File: config.mk
export PLATFORM = sky130hd
export DESIGN_NAME = spi_reg_controller
export DESIGN_NICKNAME = d
export VERILOG_FILES = /design/src/rtl/spi_reg_pkg.sv /design/src/rtl/spi_half_period_timer.sv /design/src/rtl/spi_reg_controller.sv
export SDC_FILE = /design/constraint.sdc
export NUM_CORES = 1
export LEC_CHECK = 0
export ABC_CLOCK_PERIOD_IN_PS = 4300
export CAP_MARGIN = 10
export CORE_MARGIN = 4
export CORE_UTILIZATION = 56
export DETAILED_ROUTE_END_ITERATION = 16
export GPL_TIMING_DRIVEN = 0
export PLACE_DENSITY = 0.93
export SLEW_MARGIN = 0
export SYNTH_ARGS = -nofsm -noshare
export SYNTH_HDL_FRONTEND = slang
export SYNTH_SLANG_ARGS = --single-unit
File: constraint.sdc
create_clock -name clk -period 4.3 [get_ports clk]
set_input_delay 0.86 -clock clk [delete_from_list [all_inputs] [get_ports clk]]
set_output_delay 0.86 -clock clk [all_outputs]
set_load 0.02 [all_outputs]
File: src/rtl/spi_reg_pkg.sv
// Shared types and constants for the SPI register-write controller.
// Frame layout is {rw, addr[6:0], data[7:0]}, sent MSB first.
package spi_reg_pkg;

    localparam int FRAME_BITS = 16;
    localparam int ADDR_W     = 7;
    localparam int DATA_W     = 8;

    typedef enum logic [2:0] {
        IDLE,
        SETUP,
        SHIFT,
        HOLD,
        GAP
    } state_t;

    // Register map of the peripheral's register file
    localparam logic [ADDR_W-1:0] ADDR_EN_OUT_7_0  = 7'h00;
    localparam logic [ADDR_W-1:0] ADDR_EN_OUT_15_8 = 7'h01;
    localparam logic [ADDR_W-1:0] ADDR_EN_PWM_7_0  = 7'h02;
    localparam logic [ADDR_W-1:0] ADDR_EN_PWM_15_8 = 7'h03;
    localparam logic [ADDR_W-1:0] ADDR_PWM_DUTY    = 7'h04;

    function automatic logic [FRAME_BITS-1:0] pack_frame(
        input logic              rw,
        input logic [ADDR_W-1:0] addr,
        input logic [DATA_W-1:0] data
    );
        return {rw, addr, data};
    endfunction

endpackage

File: src/rtl/spi_half_period_timer.sv
// Half-period timer: counts 0..CLK_DIV-1 and flags the last cycle of
// each half-period. i_clear holds the count at 0 so the next phase
// starts with a full CLK_DIV-cycle period.
module spi_half_period_timer #(
    parameter int CLK_DIV = 4
) (
    input  logic clk,
    input  logic rst_n,
    input  logic i_clear,
    output logic o_tick
);

    localparam int CW = (CLK_DIV > 1) ? $clog2(CLK_DIV) : 1;
    localparam logic [CW-1:0] LAST = CW'(CLK_DIV - 1);

    logic [CW-1:0] r_hc;

    // Free-running half-period count, wrapping at CLK_DIV-1
    always_ff @(posedge clk) begin
        if (!rst_n || i_clear) begin
            r_hc <= '0;
        end else if (r_hc == LAST) begin
            r_hc <= '0;
        end else begin
            r_hc <= r_hc + CW'(1);
        end
    end

    assign o_tick = (r_hc == LAST) && !i_clear;

endmodule

File: src/rtl/spi_reg_controller.sv
// SPI mode-0 initiator writing the peripheral register file.
// One request per valid/ready handshake becomes one 16-bit frame.
// Optional receive path: define SPI_REG_CONTROLLER_CIPO_EN to add CIPO
// and rdata (last 8 bit periods captured, published with done).
//
// state | meaning
// IDLE  | req_ready high, waiting for a request
// SETUP | nCS low, SCLK low, first bit on COPI
// SHIFT | 16 bit periods, SCLK high then low
// HOLD  | nCS low after last bit, SCLK low
// GAP   | nCS high recovery before next frame
module spi_reg_controller
    import spi_reg_pkg::*;
#(
    parameter int CLK_DIV = 4
) (
    input  logic              clk,
    input  logic              rst_n,
    input  logic              req_valid,
    output logic              req_ready,
    input  logic              req_rw,
    input  logic [ADDR_W-1:0] req_addr,
    input  logic [DATA_W-1:0] req_data,
    output logic              busy,
    output logic              done,
    output logic              SCLK,
    output logic              COPI,
    output logic              nCS
`ifdef SPI_REG_CONTROLLER_CIPO_EN
    ,
    input  logic              CIPO,
    output logic [DATA_W-1:0] rdata
`endif
);

    localparam logic [3:0] LAST_BIT = 4'(FRAME_BITS - 1);

    state_t                r_state;
    logic [FRAME_BITS-1:0] r_shift;
    logic [3:0]            r_bit;
    logic                  r_sclk;
    logic                  r_ncs;
    logic                  r_ready;
    logic                  r_busy;
    logic                  r_done;
    logic                  w_tick;
    logic                  w_clear;

    // Timer is held clear while idle and through the done cycle, which
    // stretches GAP by one cycle beyond the done pulse.
    assign w_clear = (r_state == IDLE) || r_done;

    spi_half_period_timer #(.CLK_DIV(CLK_DIV)) u_timer (
        .clk     (clk),
        .rst_n   (rst_n),
        .i_clear (w_clear),
        .o_tick  (w_tick)
    );

    // Frame sequencer with registered SPI and handshake outputs
    always_ff @(posedge clk) begin
        if (!rst_n) begin
            r_state <= IDLE;
            r_shift <= '0;
            r_bit   <= '0;
            r_sclk  <= 1'b0;
            r_ncs   <= 1'b1;
            r_ready <= 1'b1;
            r_busy  <= 1'b0;
            r_done  <= 1'b0;
        end else begin
            r_done <= 1'b0;
            case (r_state)
                IDLE: begin
                    if (req_valid && r_ready) begin
                        r_shift <= pack_frame(req_rw, req_addr, req_data);
                        r_bit   <= '0;
                        r_ncs   <= 1'b0;
                        r_ready <= 1'b0;
                        r_busy  <= 1'b1;
                        r_state <= SETUP;
                    end
                end
                SETUP: begin
                    if (w_tick) begin
                        r_sclk  <= 1'b1;
                        r_state <= SHIFT;
                    end
                end
                SHIFT: begin
                    if (w_tick) begin
                        if (r_sclk) begin
                            // Falling edge: next bit appears; zero fills behind the last bit
                            r_sclk  <= 1'b0;
                            r_shift <= {r_shift[FRAME_BITS-2:0], 1'b0};
                        end else if (r_bit == LAST_BIT) begin
                            r_state <= HOLD;
                        end else begin
                            r_bit  <= r_bit + 4'd1;
                            r_sclk <= 1'b1;
                        end
                    end
                end
                HOLD: begin
                    if (w_tick) begin
                        r_ncs   <= 1'b1;
                        r_done  <= 1'b1;
                        r_state <= GAP;
                    end
                end
                GAP: begin
                    if (w_tick) begin
                        r_ready <= 1'b1;
                        r_busy  <= 1'b0;
                        r_state <= IDLE;
                    end
                end
                default: r_state <= IDLE;
            endcase
        end
    end

    assign req_ready = r_ready;
    assign busy      = r_busy;
    assign done      = r_done;
    assign SCLK      = r_sclk;
    assign nCS       = r_ncs;
    assign COPI      = r_shift[FRAME_BITS-1];

`ifdef SPI_REG_CONTROLLER_CIPO_EN
    logic [DATA_W-1:0] r_rx;
    logic [DATA_W-1:0] r_rdata;
    logic              w_rx_rise;

    // Rising edge of bit periods 8..15 (frame bits 7..0)
    assign w_rx_rise = (r_state == SHIFT) && w_tick && !r_sclk &&
                       (r_bit >= 4'd7) && (r_bit != LAST_BIT);

    // Receive shift register, published to rdata with done
    always_ff @(posedge clk) begin
        if (!rst_n) begin
            r_rx    <= '0;
            r_rdata <= '0;
        end else begin
            if (w_rx_rise) begin
                r_rx <= {r_rx[DATA_W-2:0], CIPO};
            end
            if ((r_state == HOLD) && w_tick) begin
                r_rdata <= r_rx;
            end
        end
    end

    assign rdata = r_rdata;
`endif

endmodule

* Word level (Yosys, flattened, before mapping) *
Index checks and enable logic that the tools add are counted.

operators by class
  add/sub/neg operators = 2
  equality and inequality tests = 15
  multiplexer cells = 29
  reductions and logical operators = 19

operators by type and width
  cell                 number
  $mux 16              3
  $pmux 16 s2          1
  $mux 3               7
  $mux 4               4
  $pmux 3 s5           1
  $ne 2x1->1 const B   5
  $reduce_and 3->1     3
  $mux 1               8
  $ne 2x2->1 const B   4
  $pmux 1 s2           4
  $pmux 4 s2           1
  $reduce_bool 2->1    4
  $reduce_and 7->1     1
  $eq 3x2->1 const B   2
  $reduce_and 5->1     1
  $add 4x1->4 const B  1
  $eq 4x4->1 const B   1
  $reduce_and 4->1     1
  $eq 3x1->1 const B   1
  $eq 3x3->1 const B   1
  $logic_not 3->1      1
  $add 2x1->2 const B  1
  $eq 2x2->1 const B   1
  $logic_and 1x1->1    2
  other kinds (4)      6

storage, ports and cells
  register bits after elaboration = 30
  bits of input ports = 19
  output and inout port bits = 6
  word-level logic and storage cells = 74

* Longest topological paths before layout *
Gate-level depths: netlist of the first run.

  depth after elaboration = 6
  depth in mapped cells = 7
  depth with buffers taken out = 5

* Hierarchy *
A second synthesis of the first run with hierarchy kept.

second synthesis, totals
  cells, all modules = 156
  area total of the unflattened synthesis = 1511.4 µm²

by module, submodules not included
  module                 instances  cells an instance  area each (µm²)  seq. area each (µm²)
  spi_reg_controller     1          150                1422.6           560.5
  spi_half_period_timer  1          6                  88.8             40.0

* Least setup slack after synthesis of the first run *
No wires, ideal clock.

  path type = in2reg
  start point = input port req_valid
  end point = register r_shift[2]
  setup time = 0.116 ns
  data arrival time = 1.570 ns
  path slack = 2.614 ns
  cell stages on the path = 4
  buffers on the path = 1
  path through = and3b_1 o21a_1 buf_2 o211a_1

between the ends
  cells in the longest elaborated chain, start to end = 3

RTL lines
  what                        RTL line                  source
  from (decl)                 spi_reg_controller.sv:19  input logic req_valid,
  $logic_and 1x1->1           spi_reg_controller.sv:75  if (req_valid && r_ready) begin
  $ne 2x1->1 (no line)        -
  $reduce_and 4->1 (no line)  -
  to (signal assigned)        spi_reg_controller.sv:76  r_shift <= pack_frame(req_rw, req_addr, req_data);
  to (signal assigned)        spi_reg_controller.sv:95  r_shift <= {r_shift[FRAME_BITS-2:0], 1'b0};
  to (decl)                   spi_reg_controller.sv:39  logic [FRAME_BITS-1:0] r_shift;

Every way passes these cells.
A chain may end at the register's enable or synchronous reset.

* Worst setup path in the final report of the first run *
  start point = register r_done, in the netlist done
  end point = output port done

RTL lines
  what                    RTL line                   source
  from (decl)             spi_reg_controller.sv:45   logic r_done;
  from (signal assigned)  spi_reg_controller.sv:70   r_done <= 1'b0;
  from (signal assigned)  spi_reg_controller.sv:72   r_done <= 1'b0;
  from (signal assigned)  spi_reg_controller.sv:107  r_done <= 1'b1;
  to (decl)               spi_reg_controller.sv:25   output logic done,

No word-level cell between the ends.

==> out/qor_table.md, run 1 <==
| Step | Result | This run |
|:---|:---|:---|
| final layout | Number of nets in the final layout | 200 |
| sta | Final Critical Period | 2.31 ns |
| routing | Routed wire length per instance | 13.5 um |
| sta | Max-slew headroom at the worst pin | 0.716 |
| routing | Via count of the routed design | 1190 |
| worst setup path | Setup crit start kind | flip-flop |
| synth | Synthesized area per cell | 9.84 um^2 |
| sta | Setup violations, final | 0 |
| pwr | Switch Pwr | 0.140 mW |
| worst setup path | Master of the slowest instance on the critical path | sky130_fd_sc_hd__clkdlybuf4s50_1 |
| final layout | Fraction of final layout cells sized beyond drive strength 1 | 0.0894 |
| synth | Net count of the mapped netlist | 170 |
| floorplan | Placeable core area | 2480 um^2 |
| placement | Detailed placement HPWL | 2150 um |
| pwr | Total Power | 0.542 mW |
| clocking | Clock Latency Late Sink | 0.34 ns |
| routing | Detailed Route WL | 2830 um |
| worst setup path | WS Path Type | flip-flop to output pin |
| floorplan | DIE AREA | 3500 um^2 |
| clocking | CTS Buf Count | 5 |
| worst setup path | Largest fanout on the critical path | 7 |
| final layout | Post-route cell area | 1780 um^2 |
| placement | Port Buffers | 23 |
| pwr | Combinational fraction of design power | 0.148 |
| synth | Synthesis-stage register bit count | 30 |
| job | Max Cap Violations | 0 |
| sta | Layout Skew | 0.00756 ns |
| placement | Final weighted congestion in routability-driven placement | 0.783 |
| routing | DRC violations left | 0 |
| pwr | Worst VDD drop | 0.000291 V |
| worst setup path | Cell breakdown of the critical path | clkdlybuf4s50_1 |
| grt | First-pass GRT wire length | 4760 um |
| placement | Setup WS pre-CTS | 2.04 ns |
| sta | Period Utilization, post-route | 0.537 |
| worst setup path | Largest delay contributor family on the critical path | buffers and inverters |
| sta | Transition time at the pin with the least slew margin | 0.426 ns |
| grt | Number of antenna violations at the first check in global routing | 0 |
| sta | Number of hold violations in the final report | 0 |
| worst setup path | R2R Path Start | u_timer.r_hc[0] |
| worst setup path | Worst Path Buf+Inv | 1 |
| pwr | Power density relative to cell area | 305 nW/um^2 |
| sta | Total negative setup slack | 0 ns |
| worst setup path | Crit path arrival time | 1.45 ns |
| floorplan | Number of placement rows | 18 |
| worst setup path | Worst Path Required | 3.44 ns |
| routing | Count of routing violations after the opening detailed-route iteration | 17 |
| grt | Maximum number of pins on one net before global-route repair | 11 |
| routing | Total iterations of the first detailed-routing run | 4 |
| clocking | Number of resized instances in the post-cts repair step | 0 |
| pwr | Switching share of power | 0.259 |
| sta | Worst setup margin | 1.99 ns |
| final layout | Layout fillers | 197 |
| synth | Count of flip-flops with a built-in enable after synthesis | 0 |
| hold path | Type of the most critical hold path | flip-flop to flip-flop |
| pwr | Sequential group share of total power | 0.564 |
| final layout | Synthesis-to-layout area growth | 21.3% |
| sta | RSZ-0062 raised after global routing | no |
| sta | Fmax | 433 MHz |
| routing | Residual antenna-violating net count after detailed routing | 0 |
| synth | Share of synthesized area occupied by flip-flops and latches | 0.410 |
| placement | Placed standard-cell area | 1730 um^2 |
| floorplan | DIE HEIGHT | 59.2 um |
| grt | Sum of overflow across all layers after global routing | 0 |
| worst setup path | Launching element of the worst setup path | done |
| synth | Count of different cell masters after synthesis | 41 |
| pwr | Design internal power | 0.402 mW |
| clocking | Clock input transition at the sequential cells of the worst setup and hold paths | 0.09 ns |
| clocking | Root cell of the clock tree | sky130_fd_sc_hd__clkbuf_4 |
| clocking | CTS Hold Buffers Added | 0 |
| synth | Gate count of the mapped netlist | 149 |
| final layout | Number of inserted diodes | 0 |
| grt | Global router's overall resource usage | 0.185 |
| pwr | Part of the power in the clock network | 0.288 |
| synth | Cell area after synthesis | 1470 um^2 |
| synth | Async set or reset register ratio after synthesis | 0 |
| clocking | TritonCTS clock tree | built |
| floorplan | Overall die width | 59.2 um |
| sta | Final-report max-slew violation count | 0 |
| floorplan | Io pins | 25 |
| synth | Primary FF master, synth | sky130_fd_sc_hd__dfxtp_1 |
| pwr | Static Leakage | 0.816 nW |
| hold path | Worst hold path startpoint | u_timer.r_hc[0] |
| floorplan | Starting utilization of the core area | 0.592 |
| clocking | Max Root-Sink Buffers | 2 |
| worst setup path | Max stage delay on crit path | 0.65 ns |
| routing | DR vias/cell | 5.69 |
| synth | Number of warnings printed during yosys synthesis | 0 |
| clocking | Deepest level of the CTS H-tree | 2 |
| clocking | Sink Count | 30 |
| status | Status | complete, no violations |
| final layout | Layout Utilization | 0.718 |
| clocking | Number of post-CTS setup repair buffers | 0 |
| grt | Via count of the first global-routing pass | 1158 |
| worst setup path | Type of element capturing the critical path | output pin |
## routing by layer
| metal | wire length, um | vias to the layer above | GRT usage |
|---|---|---|---|
| met5 | 0 | - | 0 |
| met4 | 70 | 0 | 0.100 |
| met3 | 143 | 9 | 0.0632 |
| met2 | 1410 | 22 | 0.320 |
| met1 | 1200 | 562 | 0.195 |
| li1 | - | 597 | - |
## synth_stat cells (all sizes together) (2+ instances only)
cell,count,share of area
inv,4,0.010
dfxtp,30,0.41
nand3,4,0.014
o211a,15,0.10
o31ai,2,0.010
nor3b,3,0.019
nand2,22,0.058
clkbuf,3,0.0077
and3,3,0.013
mux2i,15,0.10
o21a,4,0.020
nor2,6,0.015
and2,3,0.013
o22ai,2,0.0085
buf,8,0.050
nor4b,2,0.022
ha,2,0.017
nor2b,2,0.0085
o211ai,2,0.010
## state kept, by name, summed over array words and instances (netlist names)
| register | flops |
|---|---|
| r_shift | 16 |
| r_bit | 4 |
| r_state | 3 |
| u_timer.r_hc | 2 |
| SCLK | 1 |
| busy | 1 |
| done | 1 |
| nCS | 1 |
| req_ready | 1 |
## per-stage QoR
step / hold WS [ns] / instances
CTS: 0.443 / 209
global route: 0.461 / 209
floorplan: 0.406 / 149
global placement: 0.417 / 202
detailed placement: 0.429 / 202
finish: 0.435 / 209
## path summary, 6_finish.rpt
check / cells past startpoint / slack (ns) / end
hold reg to reg: 1 / 0.43 / u_timer.r_hc[0]
setup / recovery: 1 / 1.99 / done
hold / removal: 1 / 0.43 / u_timer.r_hc[0]
setup reg to reg: 5 / 2.71 / r_bit[0]
## cell usage in the layout (no fill, tap or decap), types with 3 or more instances in the layout
master and n:
sky130_fd_sc_hd__dfxtp_1 30, sky130_fd_sc_hd__buf_6 3, sky130_fd_sc_hd__and2_1 3, sky130_fd_sc_hd__o211a_1 15, sky130_fd_sc_hd__nand2_1 21, sky130_fd_sc_hd__o21a_1 4
sky130_fd_sc_hd__clkbuf_4 5, sky130_fd_sc_hd__nor2_1 6, sky130_fd_sc_hd__and3_1 3, sky130_fd_sc_hd__nand3_1 4, sky130_fd_sc_hd__clkdlybuf4s50_1 23, sky130_fd_sc_hd__clkbuf_1 5
sky130_fd_sc_hd__mux2i_1 15, sky130_fd_sc_hd__inv_1 4, sky130_fd_sc_hd__buf_2 4
## kinds of logic after synthesis
group,Yosys count,synth area share
buffers and inverters,15,0.0683
xor gates and xnor gates,1,0.00597
muxes,15,0.102
and+or+nand+nor,52,0.201
adders and majority gates,2,0.0171
DFF,30,0.410
AOI/OAI and AO/OA,34,0.195
## power groups by stage
stage                     sequential, mW  clock, mW  combinational [mW]
after floorplan                    0.314          0              0.0446
after global placement             0.311          0              0.0781
after detailed placement           0.312          0              0.0810
after CTS                          0.306      0.161              0.0813
after global routing               0.308      0.172              0.0887
final                              0.306      0.156              0.0803
## area by class of cell
cell class	instances	area, um^2	share of cell area
plain buffers	11	85.1	0.0478
clock buffers	7	45.0	0.0253
inverters	4	15.0	0.00844
multi-input cells	104	766	0.430
flip-flops and latches	30	601	0.338
well taps	30	37.5	0.0211
repair buffers	23	230	0.129
Note: power is estimated with default switching activity, not from simulation.
==> run 2: changes to the inputs <==
--- a/config.mk
+++ b/config.mk
@@ -5,13 +5,13 @@
 export SDC_FILE = /design/constraint.sdc
 export NUM_CORES = 1
 export LEC_CHECK = 0
-export ABC_CLOCK_PERIOD_IN_PS = 4300
+export ABC_CLOCK_PERIOD_IN_PS = 1980
 export CAP_MARGIN = 10
 export CORE_MARGIN = 4
-export CORE_UTILIZATION = 56
+export CORE_UTILIZATION = 47
 export DETAILED_ROUTE_END_ITERATION = 16
 export GPL_TIMING_DRIVEN = 0
-export PLACE_DENSITY = 0.93
+export PLACE_DENSITY = 0.84
 export SLEW_MARGIN = 0
 export SYNTH_ARGS = -nofsm -noshare
 export SYNTH_HDL_FRONTEND = slang
==> constraint.sdc (replaced) <==
create_clock -name clk -period 1.98 [get_ports clk]
set_input_delay 0.396 -clock clk [delete_from_list [all_inputs] [get_ports clk]]
set_output_delay 0.396 -clock clk [all_outputs]
set_load 0.02 [all_outputs]
==> out/qor_table.md, run 2 (synthesized netlist as in run 1, its figures left out) <==
| Step | Result | This run | Delta |
|:---|:---|:---|:---|
| grt | Number of antenna violations at the first check in global routing | 0 | unchanged |
| placement | Placed Cells incl. Taps | 216 | was 202 |
| floorplan | Number of placement rows | 20 | was 18 |
| pwr | Total Power | 1.16 mW | was 0.542 mW |
| routing | Residual antenna-violating net count after detailed routing | 0 | unchanged |
| pwr | Static Leakage | 0.816 nW | unchanged |
| hold path | Number of instances on the worst hold path | 1 | unchanged |
| clocking | CTS Hold Buffers Added | 0 | unchanged |
| sta | Final-report max-slew violation count | 0 | unchanged |
| sta | Total negative setup slack | 0 ns | unchanged |
| final layout | Regs by FF count | r_shift: 16 flops, r_bit: 4 flops, r_state: 3 flops | unchanged |
| worst setup path | Type of element capturing the critical path | output pin | unchanged |
| sta | Setup violations, final | 0 | unchanged |
| sta | Period Utilization, post-route | 0.900 |  |
| worst setup path | Cell breakdown of the critical path | clkdlybuf4s50_1 | unchanged |
| final layout | Most frequent standard cell in the layout excluding fill and tap cells | sky130_fd_sc_hd__dfxtp_1 | unchanged |
| hold path | Worst hold path startpoint | u_timer.r_hc[0] | unchanged |
| clocking | Clock Latency Late Sink | 0.32 ns | was 0.34 ns |
| worst setup path | Largest delay contributor family on the critical path | buffers and inverters | unchanged |
| sta | Number of hold violations in the final report | 0 | unchanged |
| hold path | Type of the most critical hold path | flip-flop to flip-flop | unchanged |
| floorplan | DIE HEIGHT | 63.9 um | was 59.2 um |
| final layout | Number of nets in the final layout | 200 | unchanged |
| grt | Maximum number of pins on one net before global-route repair | 11 | unchanged |
| final layout | Layout Utilization | 0.593 | was 0.718 |
| clocking | Sink Count | 30 | unchanged |
| floorplan | Placeable core area | 3030 um^2 | was 2480 um^2 |
| sta | RSZ-0062 raised after global routing | no | unchanged |
| worst setup path | Worst-case reg-to-reg path depth | 5 | unchanged |
| sta | Layout Skew | 0.00634 ns | was 0.00756 ns |
| final layout | Area occupied by multi-input gates | 766 um^2 | unchanged |
| clocking | Clock input transition at the sequential cells of the worst setup and hold paths | 0.09 ns | about the same |
| clocking | Max Root-Sink Buffers | 2 | unchanged |
| floorplan | Starting utilization of the core area | 0.484 | was 0.592 |
| grt | First-pass GRT wire length | 5020 um | was 4760 um |
| worst setup path | Largest fanout on the critical path | 7 | unchanged |
| final layout | Flip-flop count of the largest register, all copies and words added | 16 | unchanged |
| routing | Total iterations of the first detailed-routing run | 4 | unchanged |
| routing | DRC violations left | 0 | unchanged |
| placement | Port Buffers | 23 | unchanged |
| routing | Detailed Route WL | 2890 um | was 2830 um |
| clocking | Deepest level of the CTS H-tree | 2 | unchanged |
| routing | Count of routing violations after the opening detailed-route iteration | 41 | was 17 |
| clocking | Number of resized instances in the post-cts repair step | 0 | unchanged |
| worst setup path | R2R Path Start | u_timer.r_hc[0] | unchanged |
| final layout | Top library cells by usage in the layout, fill and taps aside | 30 x sky130_fd_sc_hd__dfxtp_1, 23 x sky130_fd_sc_hd__clkdlybuf4s50_1, 21 x sky130_fd_sc_hd__nand2_1 | unchanged |
| worst setup path | Crit path arrival time | 1.39 ns | was 1.45 ns |
| sta | Transition time at the pin with the least slew margin | 0.471 ns | was 0.426 ns |
| clocking | TritonCTS clock tree | built | unchanged |
| worst setup path | R2r setup slk | 0.39 ns | was 2.71 ns |
| routing | Routed wire length per instance | 13.0 um | was 13.5 um |
| grt | Sum of overflow across all layers after global routing | 0 | unchanged |
| final layout | Synthesis-to-layout area growth | 22.5% | was 21.3% |
| final layout | Reg area | 601 um^2 | unchanged |
| worst setup path | Worst Path Buf+Inv | 1 | unchanged |
| floorplan | Overall die width | 63.9 um | was 59.2 um |
| final layout | Fraction of final layout cells sized beyond drive strength 1 | 0.0894 | unchanged |
| routing | Via count of the routed design | 1188 | was 1190 |
| status | Status | complete, no violations | unchanged |
| placement | Final weighted congestion in routability-driven placement | 0.884 | was 0.783 |
| clocking | Number of post-CTS setup repair buffers | 0 | unchanged |
| final layout | Number of inserted diodes | 0 | unchanged |
| worst setup path | Master of the slowest instance on the critical path | sky130_fd_sc_hd__clkdlybuf4s50_1 | unchanged |
| sta | Final Critical Period | 1.78 ns |  |
| clocking | CTS Buf Count | 5 | unchanged |
| job | Max Cap Violations | 0 | unchanged |
| placement | Detailed placement HPWL | 2200 um | was 2150 um |
| worst setup path | Launching element of the worst setup path | done | unchanged |
| grt | Via count of the first global-routing pass | 1197 | was 1158 |
| worst setup path | Setup crit start kind | flip-flop | unchanged |
| floorplan | DIE AREA | 4080 um^2 | was 3500 um^2 |
| worst setup path | Max stage delay on crit path | 0.64 ns | was 0.65 ns |
| sta | Max-slew headroom at the worst pin | 0.686 | was 0.716 |
| final layout | Number of standard cells in the final layout excluding fillers | 223 | was 209 |
| sta | Fmax | 561 MHz |  |
| final layout | Largest Register | r_shift | unchanged |
| worst setup path | Worst Path Required | 1.58 ns | was 3.44 ns |
| floorplan | Io pins | 25 | unchanged |
| final layout | Layout fillers | 266 | was 197 |
| pwr | Worst VDD drop | 0.000468 V | was 0.000291 V |
| pwr | Power density relative to cell area | 647 nW/um^2 | was 305 nW/um^2 |
| routing | DR vias/cell | 5.33 | was 5.69 |
| worst setup path | Terminus of the critical flop-to-flop path | r_bit[0] | unchanged |
| hold path | Worst min-delay path endpoint | u_timer.r_hc[0] | unchanged |
| clocking | Root cell of the clock tree | sky130_fd_sc_hd__clkbuf_4 | unchanged |
| worst setup path | WS Path Type | flip-flop to output pin | unchanged |
| grt | Global router's overall resource usage | 0.153 | was 0.185 |
run 2: cell counts in the layout (fill, tap and decap cells not counted):
No cell type changed its count.
run 2: layout make-up:
class,count,share of cell area
Timing Repair Buffer,23,0.128
Sequential cell,30,0.334
Tap cell,44,0.0306
Buffer,11,0.0474
Clock buffer,7,0.0251
Multi-Input combinational cell,104,0.426
Inverter,4,0.00836
run 2: where the power goes:
part	leakage, nW	switching (mW)	internal [mW]
clock network	0.0254	0.190	0.134
logic	0.545	0.0798	0.0968
registers	0.246	0.0218	0.642
run 2: routing by layer:
| layer | up-vias | track usage | wire length (um) |
|---|---|---|---|
| li1 | 599 | - | - |
| met1 | 559 | 0.178 | 1270 |
| met2 | 28 | 0.259 | 1490 |
| met3 | 2 | 0.0598 | 124 |
| met4 | 0 | 0.0431 | 7 |
| met5 | - | 0 | 0 |
run 2: metrics by stage:
step | area (um^2) | hold WS [ns] | setup slack, ns
2_1_floorplan | 1470 | 0.406 | 0.578
3_3_place_gp | 1750 | 0.416 | 0.196
3_5_place_dp | 1750 | 0.431 | 0.139
4_1_cts | 1800 | 0.439 | 0.178
5_1_grt | 1800 | 0.444 | 0.0940
6_report | 1800 | 0.442 | 0.198
run 2: how the worst max path moves through the flow:
stage / end / depth (start not counted) / slack (ns)
4_1_cts: done / 1 / 0.18
3_5_place_dp: r_shift[1] / 6 / 0.14
3_3_place_gp: r_shift[1] / 6 / 0.20
5_1_grt: done / 1 / 0.09
2_1_floorplan: r_bit[0] / 5 / 0.58
6_report: done / 1 / 0.20
==> RTL change 1 (config.mk and constraints of run 2) <==
The option `SPI_REG_CONTROLLER_CIPO_EN` is turned on by a define.
--- a/src/rtl/spi_reg_controller.sv
+++ b/src/rtl/spi_reg_controller.sv
@@ -9,6 +9,8 @@
 // SHIFT | 16 bit periods, SCLK high then low
 // HOLD  | nCS low after last bit, SCLK low
 // GAP   | nCS high recovery before next frame
+`define SPI_REG_CONTROLLER_CIPO_EN
+
 module spi_reg_controller
     import spi_reg_pkg::*;
 #(
Ports: changed (added CIPO and rdata); port bits go from 25 to 34. The function was not compared with the original's and may differ.
==> RTL change 1 against run 2 <==
Count of clock-buffer cells in the layout shrank 2; total power grew 77%; sequential power grew 49%; synthesized area grew 42%; non-clock buffer count grew 16; first-iteration DRC count grew 61%; sequential cell count grew 16; critical path depth grew 7; cell area grew 46%; setup slack lost 0.041 ns; clock skew grew 0.00070 ns; wire length grew 44%; critical path type is now flip-flop to flip-flop; highest routed layer unchanged.
==> RTL change 1: results (changes against run 2) <==
Outcome
  • Status: finished, final reports clean

Placement
  • RD Place Congestion: 0.760 (-14%)
  • # port buffers: 33 (+43%)
  • Final HPWL DP: 2850 um (+30%)
  • Placed inst area: 2470 um^2 (+41%)

GRT
  • Met1 Use GR: 20.5% (+2.7 points)
  • Largest net degree at the start of global routing: 16 (+5)
  • Overall Global Routing Usage: 16.3% (+0.96 points)
  • Met3 Usage GRT: 4.32% (-1.7 points)
  • First-pass GRT wire length: 7130 um (+42%)
  • Vias in the first global route: 1605 (+34%)

Pwr
  • Static leakage: 0.000980 uW (+20%)
  • Switching Share: 22.6% (-2.4 points)
  • Design Power: 2060 uW (+77%)
  • VDD IR-drop max: 0.617 mV (+32%)
  • Power Sequential: 988 uW (+49%)
  • PwrDens: 784 nW/um^2 (+21%)

Final layout
  • Non-clock buffer share: 17.6% (+0.062 points)
  • Final nets: 265 (+33%)
  • Inverters: 1 (-3)
  • Multi-input gates: 139 (+34%)
  • Layout cells sized above 1: 15.2% (+6.2 points)
  • Fillers: 380 (+43%)
  • ClkCell Share: 5.24% (+2.7 points)
  • Clock buffer count: 5 (-2)
  • Final Non-Filler Cells: 294 (+32%)

Timing
  • Slew headroom: 56.3% (-12 points)
  • Final hold slack: 0.435 ns (-0.00740 ns)

Routing
  • DR WL/cell: 14.2 um (+9.3%)
  • DR iter-0 viols: 66 (+61%)
  • Met3 wire length: 251 um (+100%)
  • Met2 WL post-DR: 1960 um (+32%)
  • Met1 wire length: 1930 um (+52%)
  • Vias per cell: 5.53 (+3.8%)

Floorplan
  • Area of the die: 5560 um^2 (+36%)

Critical path
  • RR Endpoint: r_shift[7]
  • CP top delay family: simple AND/OR/NAND/NOR gates
  • Max FO, Critical Path: 10 (+3)
  • Slowest cell on the critical path: dfxtp_1

CTS
  • Root Driver: clkbuf_8
  • Clk sinks: 46 (+53%)

Logic synthesis
  • Post-Synth XOR/XNOR Area: 0.842% (+0.24 points)
  • Synth top cells by count: 46 x dfxtp_1, 31 x mux2i_1, 22 x nor2_1, 18 x nor3_1, 10 x a211oi_2
  • Synthesized netlist net count: 223 (+31%)
  • Adder-cell share of the synthesized area: 1.20% (-0.50 points)
  • Top post-synthesis cells by area: dfxtp_1 44%, mux2i_1 15%, a211oi_2 6.0%, nor3_1 4.3%, nor2_1 4.0%
  • Mux share of post-synthesis cell area: 14.9% (+4.7 points)
  • Complex-gate fraction of the synthesized area: 12.9% (-6.6 points)
  • Netlist cell types: 40 (-2.4%)
  • Sequential area share after synthesis: 44.3% (+3.3 points)
-- RTL change 1: worst max path at each step --
stage / from / end / slack (ns) / cells past startpoint
2_1_floorplan: u_timer.r_hc[0] / r_shift[10] / 0.29 / 8
3_3_place_gp: req_valid / r_shift[9] / 0.03 / 7
3_5_place_dp: req_valid / r_shift[8] / -0.02 / 7
4_1_cts: u_timer.r_hc[0] / r_shift[8] / 0.02 / 8
5_1_grt: u_timer.r_hc[0] / r_shift[11] / 0.05 / 8
6_report: u_timer.r_hc[0] / r_shift[7] / 0.16 / 8
-- RTL change 1: worst register-to-register path, stage by stage, from the launching register on --
cell and delay, ns:
dfxtp_1 0.34, ha_1 0.21, nor4b_4 0.32, and3_1 0.24, buf_6 0.14, or2_4 0.12
buf_6 0.12, buf_12 0.14, a211oi_2 0.07
-- RTL change 1: timing repair --
| item | in CTS | in global routing |
|---|---|---|
| setup endpoints to repair | 0 | 11 |
| gates resized for setup | 0 | 1 |
| buffers inserted | 0 | 2 |
| hold endpoints to repair | 0 | 0 |
==> RTL change 2 (config.mk and constraints of run 2) <==
Made on the original files. The 5 states of `state_t` get a one-hot encoding in 5 bits.
--- a/src/rtl/spi_reg_pkg.sv
+++ b/src/rtl/spi_reg_pkg.sv
@@ -6,12 +6,12 @@
     localparam int ADDR_W     = 7;
     localparam int DATA_W     = 8;
 
-    typedef enum logic [2:0] {
-        IDLE,
-        SETUP,
-        SHIFT,
-        HOLD,
-        GAP
+    typedef enum logic [4:0] {
+        IDLE  = 5'b00001,
+        SETUP = 5'b00010,
+        SHIFT = 5'b00100,
+        HOLD  = 5'b01000,
+        GAP   = 5'b10000
     } state_t;
 
     // Register map of the peripheral's register file
Behaviour: no difference found for any inputs over 10 cycles, from zero or initial values and one cycle with rst_n low; not proved beyond that.
==> RTL change 2 against run 2 <==
Cell area increased by 14%; clock skew about the same; combinational power increased by 64%; sequential cell count increased by 2; worst hold slack got worse by 0.010 ns; synthesized area increased by 13%; non-clock buffer count increased by 8; fmax decreased by 1.7%; wire length increased by 30%; total power increased by 31%; setup slack got worse by 0.030 ns.
==> RTL change 2: results (changes against run 2) <==
Timing
  • Final hold slack: 0.432 ns (-0.00996 ns)
  • Worst Skew: 0.00645 ns (+0.000109 ns)
  • Fmax achieved: 0.552 GHz (-1.7%)

GRT
  • Met1 Use GR: 26.1% (+8.3 points)
  • Met2 usage in global routing: 28.3% (+2.4 points)
  • Vias in the first global route: 1363 (+14%)
  • Largest net degree at the start of global routing: 12 (+1)
  • First-pass GRT wire length: 6440 um (+28%)
  • Met3 Usage GRT: 5.49% (-0.48 points)

Logic synthesis
  • Sequential area share after synthesis: 38.7% (-2.3 points)
  • Top post-synthesis cells by area: dfxtp_1 39%, mux2i_1 7.9%, o31ai_1 6.3%, a21oi_2 5.3%, nand3_1 3.3%
  • Netlist cell types: 44 (+7.3%)
  • Synth top cells by count: 32 x dfxtp_1, 14 x o31ai_1, 13 x mux2i_1, 11 x nand3_1
  • Mapped Cells: 182 (+22%)
  • Synthesized netlist net count: 203 (+19%)

Placement
  • Placed instance count: 252 (+17%)
  • # port buffers: 24 (+4.3%)
  • RD Place Congestion: 0.871 (-1.5%)

Pwr
  • Switch Pwr: 429 uW (+47%)
  • VDD IR-drop max: 0.471 mV (+0.52%)
  • Static leakage: 0.000848 uW (+3.8%)

Outcome
  • Status: finished, final reports clean

Critical path
  • FF-to-FF path depth: 8 (+3)
  • Arrival @ worst endpoint: 1.42 ns (+0.03 ns)
  • Reg-to-Reg Start: r_state[1]
  • Max FO, Critical Path: 6 (-1)

Routing
  • Vias: 1499 (+26%)
  • Vias per cell: 5.77 (+8.2%)
  • DR iter-0 viols: 61 (+49%)
  • DR WL/cell: 14.4 um (+11%)

Final layout
  • Biggest regs: r_shift (16), r_state (5), r_bit (4)
  • Layout cells sized above 1: 14.5% (+5.5 points)

CTS
  • Skew-Pair Late Insertion Delay: 0.34 ns (+0.02 ns)
  • Clock slew at reported path FFs: 0.11 ns (+0.02 ns)
## RTL change 2: kinds of logic after synthesis
logic type,count (synthesis),share of synthesized area [%]
AND/OR/NAND/NOR,57,19.9
AO/OA/AOI/OAI,55,24.2
flip-flops,32,38.7
buffers and inverters,22,7.40
multiplexers,13,7.85
adder cells (fa/ha/maj),2,1.51
XOR/XNOR,1,0.529
## RTL change 2: layout make-up
type | instances | area share, %
repair buffers | 24 | 11.8
multi-input cells | 128 | 44.1
plain buffers | 18 | 5.27
flip-flops and latches | 32 | 31.4
clock inverters | 3 | 2.08
clock buffers | 5 | 1.84
well taps | 46 | 2.82
inverters | 4 | 0.735
## RTL change 2: worst max path at each step
stage / from / endpoint / slack [ns] / cells after the start
6_report: SCLK / SCLK / 0.17 / 1
4_1_cts: SCLK / SCLK / 0.16 / 1
5_1_grt: r_state[1] / r_shift[1] / 0.05 / 8
3_3_place_gp: req_valid / r_shift[5] / -0.11 / 8
3_5_place_dp: req_valid / r_shift[4] / -0.13 / 8
2_1_floorplan: u_timer.r_hc[0] / r_shift[13] / 0.36 / 8
## RTL change 2: routing by layer
layer | up-vias | wire length, um
met4 | 0 | 34
met3 | 3 | 217
met2 | 44 | 1770
met1 | 703 | 1730
li1 | 749 | -
met5 | - | 0
## RTL change 2: power groups by stage
stage | logic [uW] | clock network [uW] | registers (uW)
finish | 290 | 508 | 727
global route | 321 | 553 | 734
global placement | 282 | 0 | 740
floorplan | 183 | 0 | 746
detailed placement | 286 | 0 | 742
CTS | 288 | 516 | 727
## RTL change 2: metrics by stage
stage / cell area, um^2 / worst slack, ns
final: 2040 / 0.168
after global routing: 2040 / 0.0517
after detailed placement: 1950 / -0.132
after floorplan: 1660 / 0.361
after CTS: 2030 / 0.155
after global placement: 1950 / -0.111
